**src/rtl/uart_rx_mv.sv**
```systemverilog
// uart_rx_mv: oversampled UART receiver with 3-sample majority vote, 5-8 bit words, optional parity,
//   1/2 stop bits, break detection and a status-tagged receive FIFO ({brk, fe, pe, data}).
// Ports: pclk/preset_n clock and async active-low reset; ctrl_* configuration, oversample tick
//   (ctrl_shift_rx) and FIFO pop (ctrl_data_rd); uart_rx serial pin; rx_* FIFO head, status,
//   occupancy, trigger, overrun and character timeout.
// Optional feature: define UART_RX_TIMEOUT_EN to build the idle character timeout counter.
module uart_rx_mv #(
  parameter int OVS = 16,
  parameter int FIFO_AW = 4,
  parameter int TMO_TICKS = 640
) (
  input  logic               pclk,
  input  logic               preset_n,
  input  logic               ctrl_en,
  input  logic [1:0]         ctrl_wlen,
  input  logic               ctrl_pen,
  input  logic               ctrl_ep,
  input  logic               ctrl_stb2,
  input  logic               ctrl_shift_rx,
  input  logic               ctrl_data_rd,
  input  logic [1:0]         ctrl_rxt,
  input  logic               uart_rx,
  output logic               rx_ne,
  output logic               rx_busy,
  output logic               rx_rxf,
  output logic               rx_ov,
  output logic               rx_pe,
  output logic               rx_fe,
  output logic               rx_brk,
  output logic [7:0]         rx_data,
  output logic [FIFO_AW:0]   rx_level,
  output logic               rx_tmo
);
  localparam int CW = $clog2(OVS);
  localparam int DEPTH = 1 << FIFO_AW;
  localparam logic [CW-1:0] C_LO = CW'(OVS / 2 - 1);
  localparam logic [CW-1:0] C_MID = CW'(OVS / 2);
  localparam logic [CW-1:0] C_HI = CW'(OVS / 2 + 1);
  localparam logic [CW-1:0] C_TOP = CW'(OVS - 1);
  localparam logic [FIFO_AW:0] L_FULL = (FIFO_AW + 1)'(DEPTH);
  localparam logic [FIFO_AW:0] L_HALF = (FIFO_AW + 1)'(DEPTH / 2);
  localparam logic [FIFO_AW:0] L_QTR = (FIFO_AW + 1)'(DEPTH / 4);
  localparam logic [FIFO_AW:0] L_TWO = (FIFO_AW + 1)'(2);

  typedef enum logic [2:0] {IDLE, START, DATA, PARITY, STOP} state_t;
  state_t state, state_nx;

  logic sync_q, uart_sync;
  logic [CW-1:0] cnt;
  logic [2:0] idx;
  logic s0, s1, bit_v, dec, wrap, fin, wr_req;
  logic [7:0] shreg;
  logic par, one_acc, fe_acc, brk_w, fe_w, pe_w;
  logic [FIFO_AW:0] wptr, rptr;
  logic [10:0] mem [DEPTH];
  logic [10:0] head;
  logic empty, full, rd, wr;

  always_ff @(posedge pclk or negedge preset_n)
    if (!preset_n) {sync_q, uart_sync} <= 2'b11;
    else {sync_q, uart_sync} <= {uart_rx, sync_q};

  // third sample is the live synchroniser output on the decision tick
  assign bit_v = (s0 & s1) | (s0 & uart_sync) | (s1 & uart_sync);
  assign dec = ctrl_shift_rx && cnt == C_HI && state != IDLE;
  assign wrap = ctrl_shift_rx && cnt == C_TOP;
  assign fin = dec && idx == {2'b00, ctrl_stb2};

  always_ff @(posedge pclk or negedge preset_n)
    if (!preset_n) state <= IDLE;
    else state <= state_nx;

  always_comb begin
    state_nx = state;
    wr_req = 1'b0;
    case (state)
      IDLE:   state_nx = uart_sync ? IDLE : START;
      START:  state_nx = (dec && bit_v) ? IDLE : wrap ? DATA : START;
      DATA:   state_nx = (wrap && idx == {1'b1, ctrl_wlen}) ? (ctrl_pen ? PARITY : STOP) : DATA;
      PARITY: state_nx = wrap ? STOP : PARITY;
      STOP: begin
        wr_req = fin;
        state_nx = fin ? IDLE : STOP;
      end
      default: state_nx = IDLE;
    endcase
    if (!ctrl_en) begin
      state_nx = IDLE;
      wr_req = 1'b0;
    end
  end

  always_ff @(posedge pclk or negedge preset_n)
    if (!preset_n) begin
      cnt <= '0;
      idx <= '0;
      s0 <= 1'b1;
      s1 <= 1'b1;
      shreg <= '0;
      par <= 1'b0;
      one_acc <= 1'b0;
      fe_acc <= 1'b0;
    end else begin
      cnt <= (!ctrl_en || state == IDLE) ? '0 : !ctrl_shift_rx ? cnt : (cnt == C_TOP) ? '0 : cnt + CW'(1);
      idx <= (!ctrl_en || state == IDLE || state_nx != state) ? '0 : wrap ? idx + 3'd1 : idx;
      if (ctrl_shift_rx && cnt == C_LO) s0 <= uart_sync;
      if (ctrl_shift_rx && cnt == C_MID) s1 <= uart_sync;
      if (state == IDLE) begin
        shreg <= '0;
        par <= 1'b0;
        one_acc <= 1'b0;
        fe_acc <= 1'b0;
      end else if (dec) begin
        if (state == DATA) shreg[idx] <= bit_v;
        if (state == DATA || state == PARITY) par <= par ^ bit_v;
        if (state != START) one_acc <= one_acc | bit_v;
        if (state == STOP) fe_acc <= fe_acc | !bit_v;
      end
    end

  // par is the XOR of data and parity bits: even parity expects 0, odd expects 1
  assign brk_w = !(one_acc | bit_v);
  assign fe_w = brk_w | fe_acc | !bit_v;
  assign pe_w = ctrl_pen & (par ^ !ctrl_ep);

  assign empty = wptr == rptr;
  assign full = (wptr[FIFO_AW] != rptr[FIFO_AW]) && (wptr[FIFO_AW-1:0] == rptr[FIFO_AW-1:0]);
  assign rd = ctrl_en && ctrl_data_rd && !empty;
  assign wr = wr_req && (!full || rd);

  always_ff @(posedge pclk or negedge preset_n)
    if (!preset_n) begin
      wptr <= '0;
      rptr <= '0;
      rx_ov <= 1'b0;
    end else begin
      wptr <= ctrl_en ? wptr + (FIFO_AW + 1)'(wr) : rptr;
      rptr <= rptr + (FIFO_AW + 1)'(rd);
      rx_ov <= !ctrl_en ? 1'b0 : (wr_req && !wr) ? 1'b1 : ctrl_data_rd ? 1'b0 : rx_ov;
    end

  always_ff @(posedge pclk)
    if (wr) mem[wptr[FIFO_AW-1:0]] <= {brk_w, fe_w, pe_w, shreg};

  assign head = mem[rptr[FIFO_AW-1:0]];
  assign {rx_brk, rx_fe, rx_pe, rx_data} = empty ? 11'd0 : head;
  assign rx_level = wptr - rptr;
  assign rx_ne = !empty;
  assign rx_busy = state != IDLE;
  assign rx_rxf = ctrl_rxt == 2'b00 ? rx_level == L_FULL :
                  ctrl_rxt == 2'b01 ? rx_level >= L_HALF :
                  ctrl_rxt == 2'b10 ? rx_level >= L_QTR : rx_level >= L_TWO;

`ifdef UART_RX_TIMEOUT_EN
  localparam int TW = $clog2(TMO_TICKS + 1);
  logic [TW-1:0] tcnt;
  always_ff @(posedge pclk or negedge preset_n)
    if (!preset_n) tcnt <= '0;
    else tcnt <= (!ctrl_en || wr || ctrl_data_rd) ? '0 :
                 (state == IDLE && !empty && ctrl_shift_rx && !rx_tmo) ? tcnt + TW'(1) : tcnt;
  assign rx_tmo = tcnt == TW'(TMO_TICKS);
`else
  // constant 0; the comparison keeps TMO_TICKS referenced in this build
  assign rx_tmo = TMO_TICKS < 0;
`endif
endmodule

```
**config.mk**
```make
export PLATFORM = sky130hd
export DESIGN_NAME = uart_rx_mv
export DESIGN_NICKNAME = d
export VERILOG_FILES = /design/src/rtl/uart_rx_mv.sv
export SDC_FILE = /design/constraint.sdc
export NUM_CORES = 1
export LEC_CHECK = 0
export BUFFER_PORTS_ARGS = -buffer_cell sky130_fd_sc_hd__buf_2
export CORE_MARGIN = 10
export CORE_UTILIZATION = 40
export CTS_CLUSTER_DIAMETER = 40
export CTS_CLUSTER_SIZE = 40
export DETAILED_ROUTE_END_ITERATION = 8
export SLEW_MARGIN = 20
export SYNTH_ARGS = -nofsm -noshare
export SYNTH_HDL_FRONTEND = slang
export SYNTH_SLANG_ARGS = --single-unit
export TNS_END_PERCENT = 30
```
**constraint.sdc**
```tcl
create_clock -name pclk -period 3.6 [get_ports pclk]
set_clock_uncertainty 0.1 [all_clocks]
set_input_delay 0.18 -clock pclk [delete_from_list [all_inputs] [get_ports pclk]]
set_output_delay 0.18 -clock pclk [all_outputs]
set_load 0.1 [all_outputs]
```
### Yosys cells after proc, flatten, opt, wreduce, memory -nomap -nowiden

Memory sizes are Yosys's and may differ from the RTL's.
Cells that the tools add are included.

* $add $sub $neg: 5
* magnitude comparators: 5
* equal/unequal tests: 19
* mux-type cells: 41
* bitwise gates (word level): 12
* reductions and logical operators: 39

Operators with widths (number)
* $mux W8: 3
* $mux W1: 21
* $mux W3: 7
* $pmux W3 S5: 1
* $logic_and A1 B1 Y1: 14
* $reduce_bool A2 Y1: 7
* $eq A4 B4 Y1 const B: 3
* $mux W4: 3
* $mux W11: 1
* $add A5 B1 Y5: 2
* $bwmux W8: 1
* $reduce_and A2 Y1: 4
* $logic_not A1 Y1: 7
* $eq A3 B2 Y1 const B: 2
* $ne A3 B1 Y1 const B: 2
* $or A1 B1 Y1: 6
* $eq A5 B5 Y1: 1
* $eq A5 B5 Y1 const B: 1
* $ge A5 B2 Y1 const B: 1
* $ge A5 B3 Y1 const B: 1
* $ge A5 B4 Y1 const B: 1
* $mux W5: 1
* $sub A5 B5 Y5: 1
* $add A4 B1 Y4 const B: 1
* other kinds (21): 29

* register bits after elaboration: 36
* RAM bits: 176
* output and inout bits: 21
* memories kept: 1

Memory list
* mem: words 16, bits a word 11, rd ports 1, clocked after Yosys merged registers in 0, wr ports 1, line 55 `logic [10:0] mem [DEPTH];`

### Longest topological paths before layout

* depth in word-level cells: 11
* depth in mapped cells: 13
* mapped depth without buffers: 10

### Worst setup path before layout

Ideal clock, no wire load.

* path type: register -> output
* start point: register rptr[2]
* end point: output rx_rxf
* data arrival time: 4.545 ns
* required time: 3.320 ns
* path slack: -1.225 ns
* stages on the path, launching flop included: 10
* buffers on the path: 2
* path through: dfrtp_1 buf_4 clkbuf_1 inv_1 ha_1 a21o_1 a21oi_1 xnor2_1 nor2_1 o21ai_1

* word-level cells in the longest chain between the ends: 5
* elaborated cells on any way between the ends: 8
* classes of those cells: add/sub (1); order compare (3); eq/ne (1); mux (3)

Ends and longest elaborated chain
* from (decl): line 54 `logic [FIFO_AW:0] wptr, rptr;`
* from (signal assigned): line 138 `rptr <= rptr + (FIFO_AW + 1)'(rd);`
* $sub A5 B5 Y5 (*): line 147 `assign rx_level = wptr - rptr;`
* via rx_level[4]: line 31 `output logic [FIFO_AW:0] rx_level,`
* $ge A5 B2 Y1 / $ge A5 B3 Y1 (equally long branches): line 152 `ctrl_rxt == 2'b10 ? rx_level >= L_QTR : rx_level >= L_TWO;`
* $mux W1: line 152
* $mux W1: line 151 `ctrl_rxt == 2'b01 ? rx_level >= L_HALF :`
* $mux W1 (*): line 150 `assign rx_rxf = ctrl_rxt == 2'b00 ? rx_level == L_FULL :`
* to (decl): line 25 `output logic rx_rxf,`

Mark *: on every way through the listed nets, which the timed path passes. The rest lies on a longest branch.

### Worst setup path in the final report

* start point: register wptr[0]
* end point: output rx_rxf

* word-level cells in the longest chain between the ends: 5
* elaborated cells on any way between the ends: 8
* classes of those cells: add/sub (1); order compare (3); eq/ne (1); mux (3)

Ends and longest elaborated chain
* from (decl): line 54
* from (signal assigned): line 137 `wptr <= ctrl_en ? wptr + (FIFO_AW + 1)'(wr) : rptr;`
* $sub A5 B5 Y5 (*): line 147
* $ge A5 B2 Y1 / $ge A5 B3 Y1 (equally long branches): line 152
* $mux W1: line 152
* $mux W1: line 151
* $mux W1 (*): line 150

Every way passes the cells marked *; elsewhere a longest branch is shown, timed or not.

==> results.ini <==
[global_route]
grt_pass1_wl_mm=29.10
grt_util_met3_pct=2.684
gr_layer_usage_met1_pct=17.27
antenna_found_initial=0
grt_start_max_net_pins=47
grt_pass1_vias=5014
busiest_layer=met2
grtUsageTotal_pct=12.99
met2_usage_in_global_routing_pct=21.06
overflow=0

[routing]
routed_wirelength_mm=18.61
detail_route.vias_per_cell=5.407
detail_route.iter0.violations=422
detail_route.drc_violations=0
firstDrtPassIters=7
route.vias.total=4780
ant_nets=0
post_drt_wl_per_cell_um=21.05

[status]
run_status=completed

[clock_tree]
post_cts.repair.setup_buffers=0
deepest_clock_path_buffer_count=3
tritoncts_clock_tree=done
cts.reportedPaths.clkPinSlew_ps=40
num_clock_sinks=212
clk-insertion-delay-late_ps=520
ctsHtreeMaxLevel=1
cts_root_buf=clkbuf_16
cts_buffers=29

[sta]
final_hold_viol_count=0
smallest_setup_slack_after_layout_ps=191.8
setup_violators_final=0
fin_worst_hold_slack_ps=83.19
maxClockFrequency_ghz=0.2934
unrepaired_setup_endpoints_after_global_routing=no
worst_slew_pin_slew_ps=965.6
layout_min_cycle_time_ps=3408
setup_tns_ps=0
maxSlewHeadroom_pct=35.39
finalCritPeriodShare_pct=94.67
drv_slew=0

[logic_synthesis]
yosysWarningCount=0
seq_area_frac_synth_pct=68.53
synth-edff-count=176
mappedNetlistArea_um2=9034
post_synth_main_area_contributors=edfxtp_1, mux4_2, dfrtp_1
post-synth-top-area-cell=edfxtp_1
synth-async-reset-ratio_pct=16.98
synth_top_flop_cell=edfxtp_1
synthesis.instances=513
syn-mean-instance-area_um2=17.61
postSynthRegisterBits=212
synthDistinctLibCells=55
synth.net_count=539
synth_top_area_share_pct=58.50

[job]
max_cap_violations=0

[critical_path]
critPathArrivalTime_ps=3130
timing.critical_path.from_type=flip-flop
critical_path_required_ps=3320
critPathMostFrequentCell=inv_1
ff2ff_setup_slack_ps=860
critical-path-max-stage-delay_ps=420
criticalPathCategory=reg -> out
worst_path_top_cell_family_by_delay=compound AO/OA/AOI/OAI gates
crit_fanout=4
worst_setup_path_end_kind=output pin
critical_path.slowest_cell=o31ai_1
worst-path-buf-inv=3
path_cells=inv_1 > ha_1 > inv_1 > fa_1 > a21o_1 > a21oi_1 > xnor2_4 > o31ai_1 > o21ai_4 > buf_2

[placement]
placed_cell_area_um2=9637
post-place-ws_ps=718.0
detailedPlacementHpwl_mm=11.65
place.port_buffers=32
final_replace_weighted_congestion=0.7529

[cells_and_area]
flow.area_growth_from_synthesis_pct=18.59
antenna_cells=0
drive_above_1_share_pct=29.64
post-route-cell-area_um2=10710
final_nets=607

[die]
fp.dieW_um=170.3
fp.coreArea_um2=22030
floorplan.die_area_um2=29000
placementRows=54
io_pins=34
initial_utilization_pct=41.01
fp.dieH_um=170.3

[power_and_ir_drop]
power.static_leakage_nw=4.041
power.density_nw_per_um2=742.3
total_power_w=0.007952
max-vdd-ir-drop_mv=0.7175

[worst_hold_path]
worstHoldPathType=in -> reg

[worst min-delay path: cells and delay by family]
| kind | cells | cell delay [ps] |
|---|---|---|
| xor gates and xnor gates | 1 | 170 |
| buffers and inverters | 1 | 80 |
| and+or+nand+nor | 3 | 220 |
[area by class of cell]
cell class,instances,area (um^2)
clock buffers,35,768.2
repair buffers,65,437.9
clock inverters,19,237.7
well taps,280,350.3
flip-flops and latches,212,6193
inverters,22,82.58
fillers,1818,11310
multi-input cells,251,2643
[cell usage in the layout, fill, tap and decap left out, types with 8 or more instances in the layout]
cell	instances
nor2_1	29
nand2_1	14
dfrtp_1	30
a21oi_1	12
inv_1	19
ha_1	12
buf_2	32
xnor2_1	8
nand3_1	11
mux4_2	49
nor2b_1	16
o21ai_1	11
buf_4	25
edfxtp_1	176
clkbuf_16	29
[report_power, final]
group          switching, W  internal (W)  leakage [nW]
clock               0.00102       0.00188         0.490
sequential        0.0000830       0.00268          2.28
combinational       0.00165      0.000640          1.27
[routing by layer]
layer,wire (um),part of all wire (%)
met1,8248,44
met2,8966,48
met3,883,4.7
met4,506,2.7
met5,0,0
[path summary, 6_finish.rpt]
| path | to | depth (start not counted) | start |
|---|---|---|---|
| worst max-delay path | rx_rxf | 10 | wptr[0] |
| worst min-delay path | state[0] | 5 | ctrl_wlen[0] |
| worst max register to register | mem[0][6] | 7 | wptr[3] |
| worst min register to register | uart_sync | 0 | sync_q |
| max in group asynchronous | rptr[1] | 2 | preset_n |
| min in group asynchronous | rptr[3] | 2 | preset_n |
[cell families after synthesis]
kind of cell             after synthesis  share of synthesized area (%)
XOR/XNOR                              17                          1.648
AO/OA/AOI/OAI                         48                          3.338
adder cells (fa/ha/maj)               14                          1.994
buffers and inverters                 50                          2.978
multiplexers                          62                          14.79
other                                  1                        0.04151
AND/OR/NAND/NOR                      109                          6.676
flip-flops                           212                          68.53
[stage by stage]
step / cells / util (%)
3_3_place_gp: 823 / 43.75
2_1_floorplan: 513 / -
4_1_cts: 884 / 48.64
6_report: 884 / 48.64
5_1_grt: 884 / 48.64
3_5_place_dp: 823 / 43.75
[synthesized netlist by cell type, types with 6 or more instances]
cell type and n:
a21oi_1 12, clkbuf_1 13, dfrtp_1 32, edfxtp_1 176
ha_1 12, inv_1 19, mux4_1 6, mux4_2 49
nand2_1 14, nand3_1 11, nor2_1 29, nor2b_1 16
nor3_1 11, o21ai_1 12, xnor2_1 9, xor2_1 8
[sequential cells by signal (all words and copies together) (netlist names), 3 cells and up]
name	flops
idx	3
shreg	8
wptr	5
cnt	4
rptr	5
state	3
mem	176
[timing repair]
item,in CTS,in global routing
hold buffers,7,0
gates resized for setup,0,0
endpoints found under the hold margin,46,0
(Power assumes the default switching activity.)
